## src/rtl/rfnoc_gain_core_if.sv

```systemverilog
// Control-port and AXI-Stream signal bundle for the gain core.
// The core takes the slave view; the bench or wrapper takes the master view.
interface rfnoc_gain_core_if;
  logic        ctrlport_req_wr;
  logic        ctrlport_req_rd;
  logic [19:0] ctrlport_req_addr;
  logic [31:0] ctrlport_req_data;
  logic        ctrlport_resp_ack;
  logic [31:0] ctrlport_resp_data;
  logic [31:0] s_axis_tdata;
  logic        s_axis_tlast;
  logic        s_axis_tvalid;
  logic        s_axis_tready;
  logic [31:0] m_axis_tdata;
  logic        m_axis_tlast;
  logic        m_axis_tvalid;
  logic        m_axis_tready;

  modport slave (
    input  ctrlport_req_wr, ctrlport_req_rd, ctrlport_req_addr, ctrlport_req_data,
    output ctrlport_resp_ack, ctrlport_resp_data,
    input  s_axis_tdata, s_axis_tlast, s_axis_tvalid,
    output s_axis_tready,
    output m_axis_tdata, m_axis_tlast, m_axis_tvalid,
    input  m_axis_tready
  );

  modport master (
    output ctrlport_req_wr, ctrlport_req_rd, ctrlport_req_addr, ctrlport_req_data,
    input  ctrlport_resp_ack, ctrlport_resp_data,
    output s_axis_tdata, s_axis_tlast, s_axis_tvalid,
    input  s_axis_tready,
    input  m_axis_tdata, m_axis_tlast, m_axis_tvalid,
    output m_axis_tready
  );
endinterface

```

## src/rtl/rfnoc_gain_core.sv

```systemverilog
// I/Q gain datapath: per-lane signed multiply then saturate, 2-stage pipeline,
// with a control-port gain register and read-only NoC ID.
module rfnoc_gain_lane #(
  parameter int VEC_W = 16
) (
  input  logic                    clk,
  input  logic                    rst,
  input  logic                    i_adv,
  input  logic signed [VEC_W-1:0] i_gain,
  input  logic signed [VEC_W-1:0] i_x,
  output logic        [VEC_W-1:0] o_y
);
  localparam int PW = 2*VEC_W;
  localparam logic [VEC_W-1:0] SAT_MAX = {1'b0, {(VEC_W-1){1'b1}}};
  localparam logic [VEC_W-1:0] SAT_MIN = {1'b1, {(VEC_W-1){1'b0}}};

  logic signed [PW-1:0] w_prod;
  logic signed [PW-1:0] r_prod;
  logic                 w_ovf;
  logic [VEC_W-1:0]     w_sat;

  assign w_prod = $signed({{VEC_W{i_gain[VEC_W-1]}}, i_gain}) *
                  $signed({{VEC_W{i_x[VEC_W-1]}}, i_x});

  // Product fits in VEC_W bits only if its top VEC_W+1 bits are all equal.
  assign w_ovf = ~(&r_prod[PW-1:VEC_W-1]) & (|r_prod[PW-1:VEC_W-1]);
  assign w_sat = w_ovf ? (r_prod[PW-1] ? SAT_MIN : SAT_MAX) : r_prod[VEC_W-1:0];

  always_ff @(posedge clk or posedge rst) begin
    if (rst) begin
      r_prod <= '0;
      o_y    <= '0;
    end else if (i_adv) begin
      r_prod <= w_prod;
      o_y    <= w_sat;
    end
  end
endmodule

module rfnoc_gain_core #(
  parameter logic [19:0] REG_GAIN_ADDR = 20'h0,
  parameter logic [31:0] NOC_ID        = 32'h00000B16
) (
  input  logic              clk,
  input  logic              rst,
  rfnoc_gain_core_if.slave  bus
);
  localparam int NUM_LANES = 2;
  localparam int VEC_W     = 16;
  localparam int STAGES    = 2;
  localparam logic [19:0] NOC_ID_ADDR = REG_GAIN_ADDR + 20'd4;

  typedef struct packed {
    logic        wr;
    logic        rd;
    logic [19:0] addr;
    logic [31:0] data;
  } ctrl_req_t;

  ctrl_req_t   w_req;
  logic [VEC_W-1:0] r_gain;
  logic [VEC_W-1:0] w_gain_nxt;
  logic [31:0] w_rd_data;
  logic        r_ack;
  logic [31:0] r_rdata;

  assign w_req = '{wr:   bus.ctrlport_req_wr,
                   rd:   bus.ctrlport_req_rd,
                   addr: bus.ctrlport_req_addr,
                   data: bus.ctrlport_req_data};

  always_comb begin
    w_gain_nxt = r_gain;
    if (w_req.wr && w_req.addr == REG_GAIN_ADDR)
      w_gain_nxt = w_req.data[VEC_W-1:0];
  end

  // Reads see the post-write gain so a combined rd+wr returns the new value.
  always_comb begin
    w_rd_data = '0;
    if (w_req.addr == REG_GAIN_ADDR)    w_rd_data = {16'h0000, w_gain_nxt};
    else if (w_req.addr == NOC_ID_ADDR) w_rd_data = NOC_ID;
  end

  always_ff @(posedge clk or posedge rst) begin
    if (rst) begin
      r_gain  <= 16'h0001;
      r_ack   <= 1'b0;
      r_rdata <= '0;
    end else begin
      r_gain  <= w_gain_nxt;
      r_ack   <= w_req.wr | w_req.rd;
      r_rdata <= w_req.rd ? w_rd_data : 32'h0;
    end
  end

  assign bus.ctrlport_resp_ack  = r_ack;
  assign bus.ctrlport_resp_data = r_rdata;

  logic                            w_adv;
  logic [STAGES:1]                 r_vld_pipe;
  logic [STAGES:1]                 r_last_pipe;
  logic [NUM_LANES-1:0][VEC_W-1:0] w_in;
  logic [NUM_LANES-1:0][VEC_W-1:0] w_out;

  // Whole pipeline moves together; only a full, unaccepted output stalls it.
  assign w_adv             = !r_vld_pipe[STAGES] || bus.m_axis_tready;
  assign bus.s_axis_tready = w_adv;
  assign w_in              = bus.s_axis_tdata;

  always_ff @(posedge clk or posedge rst) begin
    if (rst) begin
      r_vld_pipe  <= '0;
      r_last_pipe <= '0;
    end else if (w_adv) begin
      r_vld_pipe  <= {r_vld_pipe[STAGES-1:1], bus.s_axis_tvalid};
      r_last_pipe <= {r_last_pipe[STAGES-1:1], bus.s_axis_tlast};
    end
  end

  // Gain is sampled by stage 1 at acceptance, so later writes leave in-flight items alone.
  for (genvar l = 0; l < NUM_LANES; l++) begin : g_lane
    rfnoc_gain_lane #(.VEC_W(VEC_W)) u_lane (
      .clk    (clk),
      .rst    (rst),
      .i_adv  (w_adv),
      .i_gain (r_gain),
      .i_x    (w_in[l]),
      .o_y    (w_out[l])
    );
  end

  assign bus.m_axis_tdata  = w_out;
  assign bus.m_axis_tvalid = r_vld_pipe[STAGES];
  assign bus.m_axis_tlast  = r_last_pipe[STAGES];
endmodule

```

## src/flat_wrapper.sv

```systemverilog
// flat-port wrapper written by rule: the top's interface ports become plain ports
module rfnoc_gain_core_flat 
#(
  parameter logic [19:0] REG_GAIN_ADDR = 20'h0,
  parameter logic [31:0] NOC_ID        = 32'h00000B16
)
  (clk, rst, bus_ctrlport_req_wr, bus_ctrlport_req_rd, bus_ctrlport_req_addr, bus_ctrlport_req_data, bus_ctrlport_resp_ack, bus_ctrlport_resp_data, bus_s_axis_tdata, bus_s_axis_tlast, bus_s_axis_tvalid, bus_s_axis_tready, bus_m_axis_tdata, bus_m_axis_tlast, bus_m_axis_tvalid, bus_m_axis_tready);
  rfnoc_gain_core_if bus_i ();
  input  logic clk;
  input  logic rst;
  input wire logic [$bits(bus_i.ctrlport_req_wr)-1:0] bus_ctrlport_req_wr;
  input wire logic [$bits(bus_i.ctrlport_req_rd)-1:0] bus_ctrlport_req_rd;
  input wire logic [$bits(bus_i.ctrlport_req_addr)-1:0] bus_ctrlport_req_addr;
  input wire logic [$bits(bus_i.ctrlport_req_data)-1:0] bus_ctrlport_req_data;
  output wire logic [$bits(bus_i.ctrlport_resp_ack)-1:0] bus_ctrlport_resp_ack;
  output wire logic [$bits(bus_i.ctrlport_resp_data)-1:0] bus_ctrlport_resp_data;
  input wire logic [$bits(bus_i.s_axis_tdata)-1:0] bus_s_axis_tdata;
  input wire logic [$bits(bus_i.s_axis_tlast)-1:0] bus_s_axis_tlast;
  input wire logic [$bits(bus_i.s_axis_tvalid)-1:0] bus_s_axis_tvalid;
  output wire logic [$bits(bus_i.s_axis_tready)-1:0] bus_s_axis_tready;
  output wire logic [$bits(bus_i.m_axis_tdata)-1:0] bus_m_axis_tdata;
  output wire logic [$bits(bus_i.m_axis_tlast)-1:0] bus_m_axis_tlast;
  output wire logic [$bits(bus_i.m_axis_tvalid)-1:0] bus_m_axis_tvalid;
  input wire logic [$bits(bus_i.m_axis_tready)-1:0] bus_m_axis_tready;
  assign bus_i.ctrlport_req_wr = bus_ctrlport_req_wr;
  assign bus_i.ctrlport_req_rd = bus_ctrlport_req_rd;
  assign bus_i.ctrlport_req_addr = bus_ctrlport_req_addr;
  assign bus_i.ctrlport_req_data = bus_ctrlport_req_data;
  assign bus_ctrlport_resp_ack = bus_i.ctrlport_resp_ack;
  assign bus_ctrlport_resp_data = bus_i.ctrlport_resp_data;
  assign bus_i.s_axis_tdata = bus_s_axis_tdata;
  assign bus_i.s_axis_tlast = bus_s_axis_tlast;
  assign bus_i.s_axis_tvalid = bus_s_axis_tvalid;
  assign bus_s_axis_tready = bus_i.s_axis_tready;
  assign bus_m_axis_tdata = bus_i.m_axis_tdata;
  assign bus_m_axis_tlast = bus_i.m_axis_tlast;
  assign bus_m_axis_tvalid = bus_i.m_axis_tvalid;
  assign bus_i.m_axis_tready = bus_m_axis_tready;
  rfnoc_gain_core #(.REG_GAIN_ADDR(REG_GAIN_ADDR), .NOC_ID(NOC_ID)) u_core (.clk(clk), .rst(rst), .bus(bus_i));
endmodule
```

## config.mk

```make
export PLATFORM = sky130hd
export DESIGN_NAME = rfnoc_gain_core_flat
export DESIGN_NICKNAME = d
export VERILOG_FILES = /design/src/rtl/rfnoc_gain_core_if.sv /design/src/rtl/rfnoc_gain_core.sv /design/src/flat_wrapper.sv
export SDC_FILE = /design/constraint.sdc
export NUM_CORES = 2
export LEC_CHECK = 0
export BUFFER_PORTS_ARGS = -buffer_cell sky130_fd_sc_hd__buf_2
export CORE_MARGIN = 4
export CORE_UTILIZATION = 55
export CTS_BUF_LIST = sky130_fd_sc_hd__clkbuf_8 sky130_fd_sc_hd__clkbuf_16
export DETAILED_ROUTE_END_ITERATION = 8
export PLACE_DENSITY = 0.73
export SYNTH_ARGS = -nofsm -noshare
export SYNTH_HDL_FRONTEND = slang
export SYNTH_SLANG_ARGS = --single-unit
```

## constraint.sdc

```tcl
create_clock -name clk -period 13.4 [get_ports clk]
set_clock_uncertainty 0.1 [all_clocks]
set_input_delay 0.67 -clock clk [delete_from_list [all_inputs] [get_ports clk]]
set_output_delay 0.67 -clock clk [all_outputs]
set_load 0.02 [all_outputs]
```

==> impl_metrics.csv <==
group,metric,value,unit
global_routing,overflow,0,
worst_setup_path,r2r_end,"u_core.g_lane[1].u_lane.r_prod[28]$_DFFE_PP0P_",
timing,worstMarginPinSlew,1.14,ns
synthesis,yosysTopAreaCell,"fa_1",
cells_and_area,final_util,0.598,
timing,slew_viol_final,0,
cells_and_area,stdcell_count,3324,
placed_design,dp_cells,3292,
synthesis,syn_area,24900,µm²
floorplanning,die_w,221,µm
detailed_routing,routed_via_density,5.36,
detailed_routing,vias,17800,
timing,grt_setup_unrepaired,"false",
detailed_routing,drtIter0Drc,979,
synthesis,async_reset_ff_frac,1.00,
worst_setup_path,crit_fanout,18,
placed_design,gp_congestion,0.841,
timing,final.period_utilization,0.528,
timing,slew_headroom,0.237,
power,p_clk_frac,0.427,
detailed_routing,ant_nets,0,
worst_setup_path,cp-end-kind,"flop",
synthesis,ys_warn_count,0,
synthesis,synth_enable_flop_cells,0,
cells_and_area,layout_commonest_cell,"inv_1",
floorplanning,io_pins,159,
power,swShare,0.311,
timing,finalHoldViolCount,0,
clock_network,cts.path.max_buffers,2,
detailed_routing,wirelength,55.3,mm
timing,layout_min_cycle_time,7.08,ns
worst_setup_path,crit_type,"flop to flop",
worst_setup_path,critPathArrivalTime,7.37,ns
cells_and_area,layout-drive-gt1-share,0.0769,
outcome,status,"complete, no violations",
synthesis,synthDistinctLibCells,62,
synthesis,seq_area_frac_synth,0.134,
cells_and_area,seq_area,3330,µm²
clock_network,hold_buffers,0,
clock_network,cts_tree,"done",
floorplanning,die_area,48700,µm²
global_routing,antenna_found_initial,0,
clock_network,numCtsBuffers,17,
synthesis,yosys-top-cells-area,"fa_1 42%, dfrtp_1 13%, inv_1 8.8%",
floorplanning,core,44400,µm²
floorplanning,dieHeight,221,µm
global_routing,grt_pass1_vias,19800,
detailed_routing,drc,0,
worst_setup_path,r2r_cells,19,
synthesis,syn_area_per_cell,9.32,µm²
worst_setup_path,rrSetupSlack,6.32,ns
timing,clock.fmax,141,MHz
global_routing,grtUsageTotal,0.245,
floorplanning,start_util,0.560,
power,combPwrFrac,0.187,
timing,fin_setup_tns,0,ns
cells_and_area,fillers,3784,
detailed_routing,wl_per_cell,16.6,µm
clock_network,cts_max_level,4,
global_routing,grt_pass1_wl,95.2,mm
worst_setup_path,rr_startpoint,"u_core.r_gain[9]$_DFF_PP0_",
power,p_int,0.000833,W
synthesis,yosys.area.top_type_share,0.422,
cells_and_area,syn_to_final_growth,6.81,%
power,pwr-share-seq,0.386,
cells_and_area,multi_input_area,18900,µm²
placed_design,dp_hpwl,44.2,mm
timing,finalSetupViolCount,0,
min_path,hold_path.class,"primary input to asynchronous set/reset pin",
clock_network,clock-root-buffer,"clkbuf_16",
power,total_leakage_power,13.9,nW
power,p_switching,0.000376,W
clock_network,worstSkewPairLatency,0.47,ns
clock_network,cts_sinks,133,
worst_setup_path,cp-start-kind,"flop",
cells_and_area,nets,3498,
synthesis,ys.flop_type,"dfrtp_1",
cells_and_area,postLayoutCellArea,26500,µm²
floorplanning,num_rows,77,
power,peakVddDrop,0.0000944,V
clock_network,cts_setup_buffers,0,
cells_and_area,final_cell_mix,"582 x inv_1, 524 x fa_1, 348 x nand2_1, 250 x and2_1, 164 x ha_1",
clock_network,cts.repair.resized,0,
cells_and_area,diodes,0,
clock_network,clkTransAtPathRegs,0.07,ns
synthesis,synth_seq_cells,133,
placed_design,postPlaceCellArea,25900,µm²
global_routing,grt_max_degree,72,
placed_design,port-buffer-count,126,
power,power_density,45.5,nW/µm²
run,cap_violations,0,
synthesis,syn_inst,2666,
detailed_routing,drt_first_pass_iters,5,
worst_setup_path,cp_data_required_time,13.69,ns
[flip-flops by register name, summed over array words and instances (netlist names)]
name                           count
u_core.r_vld_pipe                  2
u_core.bus.ctrlport_resp_data     16
u_core.r_gain                     16
u_core.r_last_pipe                 2
u_core.bus.ctrlport_resp_ack       1
u_core.g_lane.u_lane.r_prod       64
u_core.g_lane.u_lane.o_y          32
[power groups by stage]
stage	clock, W	combinational [W]	sequential [W]
floorplan	0	0.000128	0.000493
global placement	0	0.000220	0.000472
detailed placement	0	0.000227	0.000474
CTS	0.000528	0.000228	0.000467
global route	0.000543	0.000255	0.000472
finish	0.000516	0.000227	0.000467
[worst max-delay path, stage by stage, from the launching register on]
cell	delay [ns]
dfrtp_1	0.83
buf_4	0.40
nand2_1	0.13
fa_1	0.51
fa_1	0.57
fa_1	0.45
fa_1	0.54
inv_1	0.05
fa_1	0.50
fa_1	0.43
ha_1	0.37
a21oi_1	0.21
o21ai_0	0.13
a311oi_1	0.27
o21ai_1	0.19
o21a_1	0.27
a221oi_2	0.38
nor2b_1	0.11
or4_1	0.48
nand3_1	0.10
[layout make-up]
| type | count | area share |
|---|---|---|
| clock buffers | 19 | 0.0171 |
| well taps | 592 | 0.0279 |
| repair buffers | 147 | 0.0297 |
| clock inverters | 13 | 0.00674 |
| inverters | 582 | 0.0825 |
| multi-input cells | 1838 | 0.711 |
| flip-flops and latches | 133 | 0.125 |
[routing by layer]
| metal | wire length (µm) | share of wire | track usage |
|---|---|---|---|
| met1 | 22800 | 0.41 | 0.321 |
| met3 | 2830 | 0.051 | 0.0419 |
| met5 | 0 | 0 | 0 |
| met2 | 28400 | 0.51 | 0.420 |
| met4 | 1300 | 0.023 | 0.0743 |
[cell families after synthesis]
| logic type | Yosys count | synth area share |
|---|---|---|
| fa+ha+maj | 688 | 0.505 |
| buf+inv | 710 | 0.110 |
| xor+xnor | 67 | 0.0236 |
| flops | 133 | 0.134 |
| mux | 24 | 0.0105 |
| compound gates | 266 | 0.0650 |
| simple gates | 777 | 0.152 |
| other cells | 1 | 0.000151 |
[stage by stage]
stage          hold WS, ns  worst slack [ns]  total power [W]
2_1_floorplan        0.330              6.88         0.000620
3_3_place_gp         0.339              6.30         0.000692
3_5_place_dp         0.351              6.26         0.000701
4_1_cts              0.170              6.33          0.00122
5_1_grt              0.219              5.95          0.00127
6_report             0.181              6.32          0.00121
[cell usage after synthesis (4+ instances only)]
cell / number
a211oi_1: 7
o31ai_1: 6
a31oi_1: 5
nand2_1: 348
a21oi_1: 87
clkbuf_1: 103
ha_1: 164
dfrtp_1: 132
and3_1: 6
nand3_1: 16
nand4_1: 11
nand2b_1: 14
o21ai_0: 90
buf_1: 7
buf_4: 16
and2_1: 250
nor4_1: 13
a21o_1: 18
nor3_1: 12
mux2_2: 17
xor2_1: 19
nor2b_1: 16
inv_1: 582
o21a_1: 8
xnor2_1: 48
o21bai_1: 10
fa_1: 524
mux2i_1: 7
or4_1: 4
nor2_1: 75
[worst max-delay path by stage]
| stage | from | end | slack, ns | cells past startpoint |
|---|---|---|---|---|
| 2_1_floorplan | bus_s_axis_tdata[17] | u_core.g_lane[1].u_lane.r_prod[28]$_DFFE_PP0P_ | 6.88 | 20 |
| 3_3_place_gp | bus_s_axis_tdata[1] | u_core.g_lane[0].u_lane.r_prod[29]$_DFFE_PP0P_ | 6.30 | 21 |
| 3_5_place_dp | bus_s_axis_tdata[1] | u_core.g_lane[0].u_lane.r_prod[29]$_DFFE_PP0P_ | 6.26 | 22 |
| 4_1_cts | u_core.r_gain[9]$_DFF_PP0_ | u_core.g_lane[1].u_lane.r_prod[28]$_DFFE_PP0P_ | 6.33 | 19 |
| 5_1_grt | u_core.r_gain[15]$_DFF_PP0_ | u_core.g_lane[1].u_lane.r_prod[28]$_DFFE_PP0P_ | 5.95 | 20 |
| 6_report | u_core.r_gain[9]$_DFF_PP0_ | u_core.g_lane[1].u_lane.r_prod[28]$_DFFE_PP0P_ | 6.32 | 19 |
No activity file was read; power rests on OpenSTA's default activity.
